**config.mk**
```make
export PLATFORM = sky130hd
export DESIGN_NAME = alu_share_arb
export DESIGN_NICKNAME = d
export VERILOG_FILES = /design/src/rtl/alu_share_arb.sv
export SDC_FILE = /design/constraint.sdc
export NUM_CORES = 1
export LEC_CHECK = 0
export ABC_AREA = 1
export CORE_AREA = 2 2 223 225
export DETAILED_ROUTE_END_ITERATION = 10
export DIE_AREA = 0 0 225 227
export PLACE_DENSITY = 0.45
export SETUP_SLACK_MARGIN = 0.5
export SYNTH_ARGS = -nofsm -noshare
export SYNTH_HDL_FRONTEND = slang
export SYNTH_SLANG_ARGS = --single-unit
```
**constraint.sdc**
```tcl
create_clock -name CLK -period 1.5 [get_ports CLK]
set_input_delay 0.225 -clock CLK [delete_from_list [all_inputs] [get_ports CLK]]
set_output_delay 0.225 -clock CLK [all_outputs]
set_load 0.01 [all_outputs]
```
**src/rtl/alu_share_arb.sv**
```systemverilog
// Round-robin arbiter/sequencer sharing one registered ALU between two requesters.
// Optional ALU_SHARE_ARB_B2B_EN: re-arbitrate in RESP on the response handshake (RESP->EXEC).
module alu_share_arb #(
  parameter int unsigned XLEN  = 64,
  parameter int unsigned TAG_W = 4
) (
  input  logic             CLK,
  input  logic             RST_N,
  // requester 0: integer issue stage
  input  logic             req0_valid,
  output logic             req0_ready,
  input  logic [XLEN-1:0]  req0_op1,
  input  logic [XLEN-1:0]  req0_op2,
  input  logic [2:0]       req0_funct3,
  input  logic [6:0]       req0_funct7,
  input  logic             req0_imm,
  input  logic [TAG_W-1:0] req0_tag,
  // requester 1: address/branch helper
  input  logic             req1_valid,
  output logic             req1_ready,
  input  logic [XLEN-1:0]  req1_op1,
  input  logic [XLEN-1:0]  req1_op2,
  input  logic [2:0]       req1_funct3,
  input  logic [6:0]       req1_funct7,
  input  logic             req1_imm,
  input  logic [TAG_W-1:0] req1_tag,
  // shared ALU
  output logic [XLEN-1:0]  alu_op1,
  output logic [XLEN-1:0]  alu_op2,
  output logic [2:0]       alu_funct3,
  output logic [6:0]       alu_funct7,
  output logic             alu_imm,
  input  logic [XLEN-1:0]  alu_res,
  // response channel
  output logic             rsp_valid,
  input  logic             rsp_ready,
  output logic [XLEN-1:0]  rsp_data,
  output logic             rsp_id,
  output logic [TAG_W-1:0] rsp_tag,
  output logic             busy
);

  typedef struct packed {
    logic [XLEN-1:0]  op1;
    logic [XLEN-1:0]  op2;
    logic [2:0]       funct3;
    logic [6:0]       funct7;
    logic             imm;
    logic [TAG_W-1:0] tag;
  } req_t;

  typedef enum logic [1:0] {
    IDLE = 2'd0,
    EXEC = 2'd1,
    RESP = 2'd2
  } state_t;

  state_t state_q;
  state_t state_d;
  logic   last_grant_q;
  logic   grant_c;
  logic   arb_en_c;
  logic   accept_c;
  req_t   req0_pl;
  req_t   req1_pl;
  req_t   sel_pl;

  assign req0_pl = {req0_op1, req0_op2, req0_funct3, req0_funct7, req0_imm, req0_tag};
  assign req1_pl = {req1_op1, req1_op2, req1_funct3, req1_funct7, req1_imm, req1_tag};

  // Round-robin pick: a lone requester wins, contention goes to the port not granted last.
  always_comb begin
    grant_c = 1'b0;
    if (req0_valid && req1_valid) begin
      grant_c = ~last_grant_q;
    end else if (req1_valid) begin
      grant_c = 1'b1;
    end
  end

  assign sel_pl = grant_c ? req1_pl : req0_pl;

  // Next-state and arbitration window.
  always_comb begin
    state_d  = state_q;
    arb_en_c = 1'b0;
    case (state_q)
      IDLE: begin
        arb_en_c = 1'b1;
        if (req0_valid || req1_valid) begin
          state_d = EXEC;
        end
      end
      EXEC: begin
        state_d = RESP;
      end
      RESP: begin
        if (rsp_ready) begin
`ifdef ALU_SHARE_ARB_B2B_EN
          arb_en_c = 1'b1;
          if (req0_valid || req1_valid) begin
            state_d = EXEC;
          end else begin
            state_d = IDLE;
          end
`else
          state_d = IDLE;
`endif
        end
      end
      default: begin
        state_d = IDLE;
      end
    endcase
  end

  assign accept_c = arb_en_c && (req0_valid || req1_valid);

  // Readies are forced low while reset is asserted even though the FSM sits in IDLE.
  assign req0_ready = RST_N && arb_en_c && req0_valid && !grant_c;
  assign req1_ready = RST_N && arb_en_c && req1_valid &&  grant_c;

  // The ALU result register is read straight through; alu_* are held so it stays stable.
  assign rsp_data = alu_res;

  always_ff @(posedge CLK or negedge RST_N) begin
    if (!RST_N) begin
      state_q      <= IDLE;
      last_grant_q <= 1'b1;
      rsp_valid    <= 1'b0;
      busy         <= 1'b0;
    end else begin
      state_q   <= state_d;
      rsp_valid <= (state_d == RESP);
      busy      <= (state_d != IDLE);
      if (accept_c) begin
        last_grant_q <= grant_c;
      end
    end
  end

  // Operand/control and response-id capture on the accepting edge.
  always_ff @(posedge CLK or negedge RST_N) begin
    if (!RST_N) begin
      alu_op1    <= '0;
      alu_op2    <= '0;
      alu_funct3 <= 3'd0;
      alu_funct7 <= 7'd0;
      alu_imm    <= 1'b0;
      rsp_id     <= 1'b0;
      rsp_tag    <= '0;
    end else if (accept_c) begin
      alu_op1    <= sel_pl.op1;
      alu_op2    <= sel_pl.op2;
      alu_funct3 <= sel_pl.funct3;
      alu_funct7 <= sel_pl.funct7;
      alu_imm    <= sel_pl.imm;
      rsp_id     <= grant_c;
      rsp_tag    <= sel_pl.tag;
    end
  end

endmodule

```
# Word-level counts from Yosys, hierarchy flattened
# Cells that the tools add are included.
[totals]
regBits = 149
latch_bits = 0
mem_bits_rw = 0
rom_bits = 0
in_bits = 355
wordCells = 33
n_memories = 0
[op_classes]
add_sub_neg = 0
n_mul = 0
n_div = 0
magnitude_cmp = 0
eq_ne = 3
shift = 0
n_mux = 7
n_bitwise = 1
n_reduce_logical = 11
[ops]
columns = ["operator", "count"]
rows = [
  ["two-way mux 143 bit", 1],
  ["logical AND 1 bit", 7],
  ["case mux 2 bit (3 select lines)", 1],
  ["equality test 2 bit (second input constant)", 2],
  ["two-way mux 2 bit", 2],
  ["two-way mux 1 bit", 3],
  ["equality test 2 x 1 -> 1 bit (second input constant)", 1],
  ["logical NOT 2 bit", 1],
  ["nonzero test 2 bit", 1],
  ["logical NOT 1 bit", 1],
  ["logical OR 1 bit", 1],
  ["inverter 1 bit", 1],
]

# Logic depth before layout (Yosys ltp)
[depth]
word_depth = 5
mapped_depth = 7

# Worst setup path before layout
# OpenSTA, ideal clock, no wires.
[synth_path]
path_type = "reg2out"
from = "register last_grant_q"
to = "output port req0_ready"
t_arrival_ns = 1.236
path_slack_ns = 0.039
path_stages_with_launch = 6
n_path_buf = 1
path_cell_list = "dfstp_2 nand2_2 nand2_2 buf_6 inv_1 nor3b_1"
[synth_between]
elab_chain_cells = 4
[synth_rtl]
columns = ["item", "line_no", "text"]
rows = [
  ["start: declaration", "60", "logic last_grant_q;"],
  ["start signal: assignment", "137", "last_grant_q <= grant_c;"],
  ["inverter 1 bit", "75", "grant_c = ~last_grant_q;"],
  ["two-way mux 1 bit", "74", "if (req0_valid && req1_valid) begin"],
  ["logical NOT 1 bit", "120", "assign req0_ready = RST_N && arb_en_c && req0_valid && !grant_c;"],
  ["logical AND 1 bit", "120", ""],
  ["end: declaration", "11", "output logic req0_ready,"],
]
# Every way passes these cells.

# Worst setup path in the final report
# Ends and elaborated chain as after synthesis.

==> flow_summary.ini <==
[status]
status = complete, but fails checks
failed_checks = setup timing

[floorplan]
ios = 567
rows = 81
coreArea_sq_um = 48550
die_area_sq_um = 51080
start_util = 0.1814
fp.dieW_um = 225
die_h_um = 227

[global_route]
antenna_found_initial = 3
grt.total_usage = 0.1479
overflow = 0
grt_pass1_wl_um = 56210
grt_max_degree = 84
grt_pass1_vias = 9441

[timing]
tightest_slew_ps = 554.0
whs_ps = 265.9
fin_crit_ps = 1977
finalMaxSlewViolations = 0
finalCritPeriodShare = 1.318
fmax_ghz = 0.5058
worst_slack_ps = -477.2
setup_viol = 145
relSlewSlack = 0.6307
rsz0062_at_grt = yes
hold_viol = 0
clock_skew_ps = 12.82
fin_tns_setup_ps = -31340

[power]
p_leak_nw = 8.658
vdd_drop_max_uv = 629.5
total_power_mw = 27.11
powerDensity_nw_per_um2 = 1686

[clock_network]
htreeDepth = 4
cts_tree = yes
cts_buffer_depth = 2
insertion_delay_ps = 480
clkTransAtPathRegs_ps = 70
cts_made_buffers = 17
cts_root_buffer = clkbuf_16
clock-sinks = 149

[layout]
layout_common_cells = 355 x nand2_1, 288 x inv_1, 288 x clkdlybuf4s50_1
final_common_cell = nand2_1
design_area_sq_um = 16080
fill_cells = 5204
multi_input_area_sq_um = 4041
instances_no_fill = 2386
fin_util = 0.3311
layout-drive-gt1-share = 0.2615
ff_latch_area_sq_um = 3734
nNetsFinal = 2105
syn_to_final_growth_pct = 82.55

[route]
viasPerCell = 4.057
drc = 0
finalWirelength_um = 39860
drtIter0Drc = 440
wl_met2_um = 17550
firstDrtPassIters = 5
vias = 9680
wl_met3_um = 3947
postRouteAntennaNets = 0
top_layer_used = met5
met1Wirelength_um = 17090
post_drt_wl_per_cell_um = 16.70

[worst_setup_path]
cp-start-kind = flop
ff2ff_setup_slack_ps = -330
cp_max_fo = 2
critPathRequiredTime_ps = 1270
end_kind = output pin
critical_path_class = flop to output pin
crit_arrival_ps = 1750

[synth]
synth_fp_nets = 1668
avgSynthCellArea_sq_um = 6.707
synthTopCellsByArea = dfrtp_1 42%, nand2_1 19%, nand3_1 16%
syn_inst = 1313
netlist.area_leader.share = 0.4206
yosysSeqAreaShare = 0.4236
ys_types = 18
syn_area_sq_um = 8806
synth-seq-cells = 149
ys_warn_count = 0
yosys.area.top_type = dfrtp_1

[placement]
routabilityCongestion = 0.8059
io_buffer_count = 438
place_hpwl_um = 25870
postPlaceCellArea_sq_um = 13840
dp_slack_ps = -537.2
dp_cells = 2289

[min_path]
hp-class = input port to flop

[job]
cap_violations = 0
-- path summary, 6_finish.rpt --
path                              startpoint           end  cells after the start
worst max register to register  last_grant_q   alu_op1[22]                     12
min in group asynchronous              RST_N   alu_op1[39]                      4
worst max-delay path            last_grant_q    req0_ready                      7
worst min register to register   alu_op2[42]   alu_op2[42]                      2
max in group asynchronous              RST_N    alu_op2[5]                      4
worst min-delay path              req1_valid  last_grant_q                      5
-- logic make-up (layout without fill, tap and decap cells) --
group                  after synthesis  in the layout  share of synthesized area
AO/OA/AOI/OAI                        4              4                   0.002557
buffers and inverters              430            880                     0.2198
flip-flops                         149            149                     0.4236
other                                0              1                          0
AND/OR/NAND/NOR                    730            730                     0.3541
-- cell type report --
cell class                 instances  share of cell area
antenna                            1           0.0001557
clock buffer                      18             0.02670
clock inverter                    14             0.01105
inverter                         289             0.06764
multi-input combinational        734              0.2514
sequential                       149              0.2323
tap                              622             0.04841
timing repair buffer             559              0.3624
-- Yosys cell counts --
master	number
nand3b_1	1
nor2_4	1
nor2_1	3
buf_1	8
o211ai_1	1
nand3_1	286
nand2_2	2
clkbuf_1	15
nand2_1	436
nor3b_1	1
buf_2	50
buf_6	1
buf_4	67
dfstp_2	1
dfrtp_1	148
o21ai_1	1
inv_1	289
o21ai_0	2
-- critical path, cell delays in order, from the launching register on --
cell and delay, ps:
dfstp_2 580, nand2_8 70, nand2_8 60, buf_6 90
buf_8 90, inv_4 30, nor3b_4 180, buf_6 150
-- sequential cells by signal, summed over array words and instances (netlist names) --
| signal | cells |
|---|---|
| alu_op1 | 64 |
| alu_op2 | 64 |
| alu_funct7 | 7 |
| rsp_tag | 4 |
| alu_funct3 | 3 |
| state_q | 2 |
| alu_imm | 1 |
| busy | 1 |
| last_grant_q | 1 |
| rsp_id | 1 |
| rsp_valid | 1 |
-- power breakdown --
part / internal, mW / total [mW] / switching, mW
registers: 6.11 / 7.48 / 1.37
clock network: 2.63 / 4.64 / 2.01
logic: 7.46 / 15.0 / 7.53
total: 16.2 / 27.1 / 10.9
-- what timing repair did --
item                                   CTS  global route
setup endpoints to repair              295           298
endpoints found under the hold margin  148             0
resized for setup                      718           218
gates cloned                             7            12
setup buffers                           35             9
hold buffers                             1             0
pin swaps                                6            49
-- metal layers --
metal | vias to the layer above | GRT usage
met5 | - | 0
met4 | 4 | 0.07541
li1 | 4733 | -
met3 | 64 | 0.06053
met2 | 392 | 0.2220
met1 | 4487 | 0.1820
(Power assumes the default switching activity.)
